===== src/rtl/synth_pkg.sv =====
// Shared types and constants for the synth datapath: operand/phase widths,
// scheduler state encoding, and the per-voice pre-resolution rule.
package synth_pkg;

  localparam int CNT_W = 19;
  localparam int PH_W  = 8;

  typedef enum logic [2:0] {
    IDLE    = 3'd0,
    SNAP    = 3'd1,
    LOAD    = 3'd2,
    WAIT    = 3'd3,
    STORE   = 3'd4,
    PUBLISH = 3'd5
  } sched_state_t;

  typedef struct packed {
    logic            launch;
    logic [PH_W-1:0] phase;
  } resolve_t;

  // Decide whether a voice needs the divider; if not, its phase is known now.
  function automatic resolve_t pre_resolve(input logic             en,
                                           input logic [CNT_W-1:0] cnt,
                                           input logic [CNT_W-1:0] dsor);
    resolve_t r;
    r.launch = 1'b0;
    r.phase  = {PH_W{1'b0}};
    if (!en) begin
      r.phase = {PH_W{1'b0}};
    end else if (dsor == {CNT_W{1'b0}}) begin
      r.phase = {PH_W{1'b0}};
    end else if (cnt >= dsor) begin
      r.phase = {PH_W{1'b1}};
    end else begin
      r.launch = 1'b1;
    end
    return r;
  endfunction

endpackage


===== src/rtl/seqdiv_sched.sv =====
// Shares one seqdiv between NVOICE voices: snapshots operands on tick, runs one
// division per voice that needs it, then publishes every phase in a single cycle.
module seqdiv_sched
  import synth_pkg::*;
#(
  parameter int NVOICE  = 4,
  parameter int TIMEOUT = 40
) (
  input  logic                    clk,
  input  logic                    RST,
  input  logic                    tick,
  input  logic [NVOICE-1:0]       voice_en,
  input  logic [CNT_W*NVOICE-1:0] count_in,
  input  logic [CNT_W*NVOICE-1:0] dsor_in,
  output logic [CNT_W-1:0]        div_count,
  output logic [CNT_W-1:0]        div_dsor,
  output logic                    div_sample,
  input  logic [PH_W-1:0]         div_q,
  input  logic                    div_done,
  output logic [PH_W*NVOICE-1:0]  phase_out,
  output logic                    frame_done,
  output logic                    busy,
  output logic                    overrun,
  output logic                    timeout_err
);

  localparam int SLOT_W = (NVOICE > 1) ? $clog2(NVOICE) : 1;
  localparam int WC_W   = (TIMEOUT > 1) ? $clog2(TIMEOUT) : 1;

  sched_state_t state_q, state_d;
  logic [SLOT_W-1:0]                 idx_q, idx_d;
  logic [WC_W-1:0]                   wcnt_q, wcnt_d;
  logic [NVOICE-1:0]                 en_q, en_d;
  logic [NVOICE-1:0][CNT_W-1:0]      cnt_q, cnt_d, dsr_q, dsr_d;
  logic [NVOICE-1:0][PH_W-1:0]       res_q, res_d, phase_q, phase_d;
  logic [CNT_W-1:0]                  dcnt_q, dcnt_d, ddsr_q, ddsr_d;
  logic sample_q, sample_d, fdone_q, fdone_d, busy_q, busy_d, tout_q, tout_d;

  logic [SLOT_W-1:0] sel_idx;
  logic              sel_last;
  resolve_t          sel_res;

  // SNAP looks at slot 0; STORE looks at the slot after the one just finished.
  always_comb begin
    sel_idx  = {SLOT_W{1'b0}};
    sel_last = 1'b0;
    if (state_q == STORE) begin
      if (idx_q == SLOT_W'(NVOICE - 1)) begin
        sel_last = 1'b1;
      end else begin
        sel_idx = idx_q + 1'b1;
      end
    end else begin
      sel_idx = {SLOT_W{1'b0}};
    end
  end

  assign sel_res = pre_resolve(en_q[sel_idx], cnt_q[sel_idx], dsr_q[sel_idx]);

  // Next-state and datapath updates for the frame sequencer.
  always_comb begin
    state_d = state_q;
    idx_d   = idx_q;
    wcnt_d  = wcnt_q;
    en_d    = en_q;
    cnt_d   = cnt_q;
    dsr_d   = dsr_q;
    res_d   = res_q;
    phase_d = phase_q;
    fdone_d = 1'b0;
    tout_d  = 1'b0;
    case (state_q)
      IDLE: begin
        if (tick) begin
          en_d    = voice_en;
          cnt_d   = count_in;
          dsr_d   = dsor_in;
          idx_d   = {SLOT_W{1'b0}};
          state_d = SNAP;
        end else begin
          state_d = IDLE;
        end
      end
      SNAP, STORE: begin
        if (sel_last) begin
          state_d = PUBLISH;
        end else begin
          idx_d = sel_idx;
          if (sel_res.launch) begin
            state_d = LOAD;
          end else begin
            res_d[sel_idx] = sel_res.phase;
            state_d        = STORE;
          end
        end
      end
      LOAD: begin
        wcnt_d  = {WC_W{1'b0}};
        state_d = WAIT;
      end
      WAIT: begin
        if (div_done) begin
          res_d[idx_q] = div_q;
          state_d      = STORE;
        end else if (wcnt_q == WC_W'(TIMEOUT - 1)) begin
          // Abandon the slot so a stuck divider cannot stall the frame.
          res_d[idx_q] = {PH_W{1'b0}};
          tout_d       = 1'b1;
          state_d      = STORE;
        end else begin
          wcnt_d = wcnt_q + 1'b1;
        end
      end
      PUBLISH: begin
        phase_d = res_q;
        fdone_d = 1'b1;
        state_d = IDLE;
      end
      default: begin
        state_d = IDLE;
      end
    endcase

    busy_d   = (state_d != IDLE);
    sample_d = (state_d == LOAD);
    dcnt_d   = (state_d == LOAD) ? cnt_q[idx_d] : {CNT_W{1'b0}};
    ddsr_d   = (state_d == LOAD) ? dsr_q[idx_d] : {CNT_W{1'b0}};
  end

  // State, shadow operands, result buffer and registered outputs.
  always_ff @(posedge clk or posedge RST) begin
    if (RST) begin
      state_q  <= IDLE;
      idx_q    <= {SLOT_W{1'b0}};
      wcnt_q   <= {WC_W{1'b0}};
      en_q     <= {NVOICE{1'b0}};
      cnt_q    <= '0;
      dsr_q    <= '0;
      res_q    <= '0;
      phase_q  <= '0;
      dcnt_q   <= {CNT_W{1'b0}};
      ddsr_q   <= {CNT_W{1'b0}};
      sample_q <= 1'b0;
      fdone_q  <= 1'b0;
      busy_q   <= 1'b0;
      tout_q   <= 1'b0;
    end else begin
      state_q  <= state_d;
      idx_q    <= idx_d;
      wcnt_q   <= wcnt_d;
      en_q     <= en_d;
      cnt_q    <= cnt_d;
      dsr_q    <= dsr_d;
      res_q    <= res_d;
      phase_q  <= phase_d;
      dcnt_q   <= dcnt_d;
      ddsr_q   <= ddsr_d;
      sample_q <= sample_d;
      fdone_q  <= fdone_d;
      busy_q   <= busy_d;
      tout_q   <= tout_d;
    end
  end

  assign div_count   = dcnt_q;
  assign div_dsor    = ddsr_q;
  assign div_sample  = sample_q;
  assign phase_out   = phase_q;
  assign frame_done  = fdone_q;
  assign busy        = busy_q;
  assign timeout_err = tout_q;
  // Flags the dropped tick in the same cycle it is presented.
  assign overrun     = tick & (state_q != IDLE);

endmodule

===== config.mk =====
export PLATFORM = sky130hd
export DESIGN_NAME = seqdiv_sched
export DESIGN_NICKNAME = d
export VERILOG_FILES = /design/src/rtl/synth_pkg.sv /design/src/rtl/seqdiv_sched.sv
export SDC_FILE = /design/constraint.sdc
export NUM_CORES = 1
export LEC_CHECK = 0
export CAP_MARGIN = 20
export CORE_MARGIN = 8
export CORE_UTILIZATION = 53
export CTS_CLUSTER_SIZE = 14
export DETAILED_ROUTE_END_ITERATION = 16
export GPL_TIMING_DRIVEN = 0
export PLACE_DENSITY_LB_ADDON = 0.08
export SLEW_MARGIN = 20
export SYNTH_ARGS = -nofsm -noshare
export SYNTH_HDL_FRONTEND = slang
export SYNTH_SLANG_ARGS = --single-unit

===== constraint.sdc =====
create_clock -name clk -period 12.4 [get_ports clk]
set_input_delay 2.48 -clock clk [delete_from_list [all_inputs] [get_ports clk]]
set_output_delay 2.48 -clock clk [all_outputs]
set_load 0.02 [all_outputs]

==> metrics.log <==
[metrics] result of the run: finished clean
[metrics] Placement Cell Area: 15700 sq um
[metrics] Initial Util: 0.542
[metrics] WL met2: 18100 microns
[metrics] share of total power in the clock network: 0.172
[metrics] DR WL/cell: 23.4 microns
[metrics] H-tree depth: 1
[metrics] most instantiated flip-flop cell in the synthesis netlist: dfrtp_1
[metrics] Max-slew headroom: 0.370
[metrics] switching pwr: 1.92 mW
[metrics] Slowest-stage cell, CP: clkdlybuf4s50_1
[metrics] number of vias after detailed routing: 9494
[metrics] Slew Limit Fails: 0
[metrics] crit end category: output port
[metrics] PnR Total Power: 4.93 mW
[metrics] leakage dissipation: 7.03 nW
[metrics] Final setup viols: 0
[metrics] maximum cell stage delay along the critical path: 0.61 ns
[metrics] path type of the worst setup path: in -> out
[metrics] share of post-route cells with drive strength above 1: 0.226
[metrics] post-synthesis to final-layout area growth: 30.1%
[metrics] fraction of synthesis flops using an asynchronous set or reset pin: 1.00
[metrics] count of state elements after synthesis: 273
[metrics] Resized Gates After CTS: 0
[metrics] post-route antenna net violation count: 0
[metrics] TritonCTS clock tree: done
[metrics] vias in the first global route: 10100
[metrics] arrival time of data at the critical path endpoint: 3.79 ns
[metrics] post-synthesis instance area: 12800 sq um
[metrics] RSZ-0062 raised after global routing: no
[metrics] crit path max fanout: 4
[metrics] most frequent standard cell in the layout excluding fill and tap cells: dfrtp_1
[metrics] Post CTS Setup Buffer Count: 0
[metrics] post-route insts no fill: 1598
[metrics] CTS max path bufs: 3
[metrics] antenna violations before repair: 2
[metrics] cell area after layout: 16600 sq um
[metrics] Yosys cell types: 55
[metrics] cell breakdown of the critical path: clkdlybuf4s50_1, nor2b_1, clkdlybuf4s50_1
[metrics] power per unit of standard cell area: 297 nW/um^2
[metrics] setup tns final: 0 ns
[metrics] fill cell instance count of the final layout: 1713
[metrics] combinational fraction of design power: 0.512
[metrics] pin count of the biggest net entering global routing: 78
[metrics] period utilisation layout: 0.506
[metrics] Die Span X: 171 microns
[metrics] post-cts hold buffer count: 0
[metrics] First-pass DRT Iterations: 5
[metrics] synthesized instance count: 982
[metrics] commonest non-fill, non-tap cells in the layout: 273 x dfrtp_1, 242 x clkdlybuf4s50_1, 191 x mux2_2
[metrics] detailed-route wire length on metal 1: 15300 microns
[metrics] wire length of the first global-routing pass: 57900 microns
[metrics] Clock Sink Count: 273
[metrics] vias per cell: 5.94
[metrics] CP required: 9.92 ns
[metrics] post-CTS clock slew at the launch and capture registers of the worst setup and hold paths: 0.05 ns
[metrics] area of the core: 23500 sq um
[metrics] max-capacitance violation count: 0
[metrics] Root Buffer Master: clkbuf_16
[metrics] final-stage net count: 1449
[metrics] Max Used Layer: met4
[metrics] Peak VDD IR: 0.144 mV
[metrics] total congestion overflow after global routing: 0
[metrics] type of element launching the critical path: input port
[metrics] pre-CTS setup slack: 6.10 ns
[metrics] Initial DRC Count: 824
[metrics] number of synthesized flops with an enable pin: 0
[metrics] total detailed-routing wirelength: 37400 microns
[metrics] net switching share of the total power: 0.389
[metrics] Total GRT Usage: 0.257
[metrics] Sequential Power Share: 0.316
[metrics] hold slack final: 0.488 ns
[metrics] Final Skew: 0.0214 ns
[metrics] count of unresolved DRC violations after routing: 0
[metrics] Post-Route Utilization: 0.705
[metrics] cell row count: 56
[metrics] crit path setup slack, layout: 6.13 ns
[metrics] full die area: 29300 sq um
[metrics] worst min-delay path class: reg -> reg
[metrics] total of warnings raised by yosys: 0
[metrics] number of port buffers: 242
[metrics] final critical path time including I/O delays and setup: 6.27 ns
[metrics] gp weighted congestion: 0.878
[metrics] hpwl dp: 27700 microns
[metrics] synthesized netlist net count: 1174
[metrics] fraction of the yosys area taken by sequential cells: 0.535
[metrics] worst slew pin tran: 0.944 ns
[metrics] average footprint of a synthesized cell: 13.0 sq um
[metrics] number of hold violations in the final report: 0
[metrics] Inserted Clock Buffers: 28
[metrics] total internal power: 3.01 mW
[metrics] Max Clock Freq: 159 MHz
[metrics] crit-path most repeated cell: clkdlybuf4s50_1
[metrics] routed length on met3: 2820 microns
[metrics] Cell Count Post-Placement: 1546
[metrics] die outline height: 171 microns
[metrics] number of I/O pins: 243
[metrics] clock latency of the later-clocked register in the worst-skew pair: 0.55 ns
sequential cells by signal, summed over array words and instances, names as in the netlist:
name	count
cnt_q	76
phase_out	32
res_q	32
state_q	3
div_sample	1
timeout_err	1
en_q	4
dsr_q	76
idx_q	2
busy	1
div_dsor	19
frame_done	1
wcnt_q	6
div_count	19
cells in the mapped netlist (2+ instances only):
library cell,n,share of area
o21a_1,3,0.0018
o211ai_4,2,0.0033
a211oi_1,2,0.0012
buf_1,4,0.0012
and3_1,7,0.0034
clkbuf_1,49,0.014
and2_1,7,0.0034
nand2_1,37,0.011
a21boi_0,14,0.0082
buf_2,4,0.0016
mux4_2,38,0.067
nand4_1,9,0.0044
ha_1,24,0.024
nand2b_1,5,0.0025
or2_2,4,0.0020
a221o_1,4,0.0031
nor4_1,3,0.0015
a222oi_1,14,0.011
xor2_1,2,0.0014
nor2b_1,48,0.024
or4_1,2,0.0012
mux2_2,191,0.17
nor2_1,53,0.016
or3_1,3,0.0015
o21ai_1,3,0.0012
nand3_1,3,0.0012
inv_1,14,0.0041
dfrtp_1,273,0.54
a211o_1,9,0.0062
nor3_1,20,0.0078
o21ai_0,37,0.015
a21oi_1,17,0.0067
o22ai_1,30,0.015
a22oi_1,9,0.0053
a22o_1,18,0.012
cell type report:
class	instances	area (sq um)	area share
Multi-Input combinational cell	636	5640	0.340
Sequential cell	273	6830	0.412
Buffer	59	235	0.0142
Timing Repair Buffer	245	2500	0.151
Tap cell	319	399	0.0240
Clock inverter	5	75.1	0.00452
Clock buffer	45	846	0.0510
Inverter	14	60.1	0.00362
Antenna cell	2	5.00	0.000302
logic make-up after synthesis:
family          share of synthesized area
flops                               0.535
mux                                 0.236
simple gates                       0.0849
compound gates                     0.0958
buf+inv                            0.0226
fa+ha+maj                          0.0235
xor+xnor                          0.00137
worst paths after layout:
path | cells past startpoint | from | end | slack (ns)
worst max register to register | 16 | idx_q[0] | div_dsor[5] | 6.72
min in group asynchronous | 2 | RST | div_count[10] | 2.37
max in group asynchronous | 3 | RST | busy | 9.31
worst min-delay path | 1 | res_q[12] | res_q[12] | 0.49
worst min register to register | 1 | res_q[12] | res_q[12] | 0.49
worst max-delay path | 3 | tick | overrun | 6.13
metal layers:
metal / GRT usage / up-vias
li1: - / 4201
met1: 0.336 / 4783
met2: 0.424 / 430
met3: 0.0507 / 80
met4: 0.0888 / 0
met5: 0 / -
power groups by stage:
| stage | sequential (mW) | combinational, mW | clock (mW) |
|---|---|---|---|
| floorplan | 1.53 | 1.72 | 0 |
| global placement | 1.54 | 2.42 | 0 |
| detailed placement | 1.56 | 2.50 | 0 |
| CTS | 1.55 | 2.52 | 0.856 |
| global route | 1.60 | 2.73 | 0.890 |
| finish | 1.56 | 2.52 | 0.847 |
worst max-delay path: cells and delay by family:
kind | cells | cell delay [ns]
buffers and inverters | 2 | 1.15
AND/OR/NAND/NOR | 1 | 0.16
No activity file was read; power rests on OpenSTA's default activity.
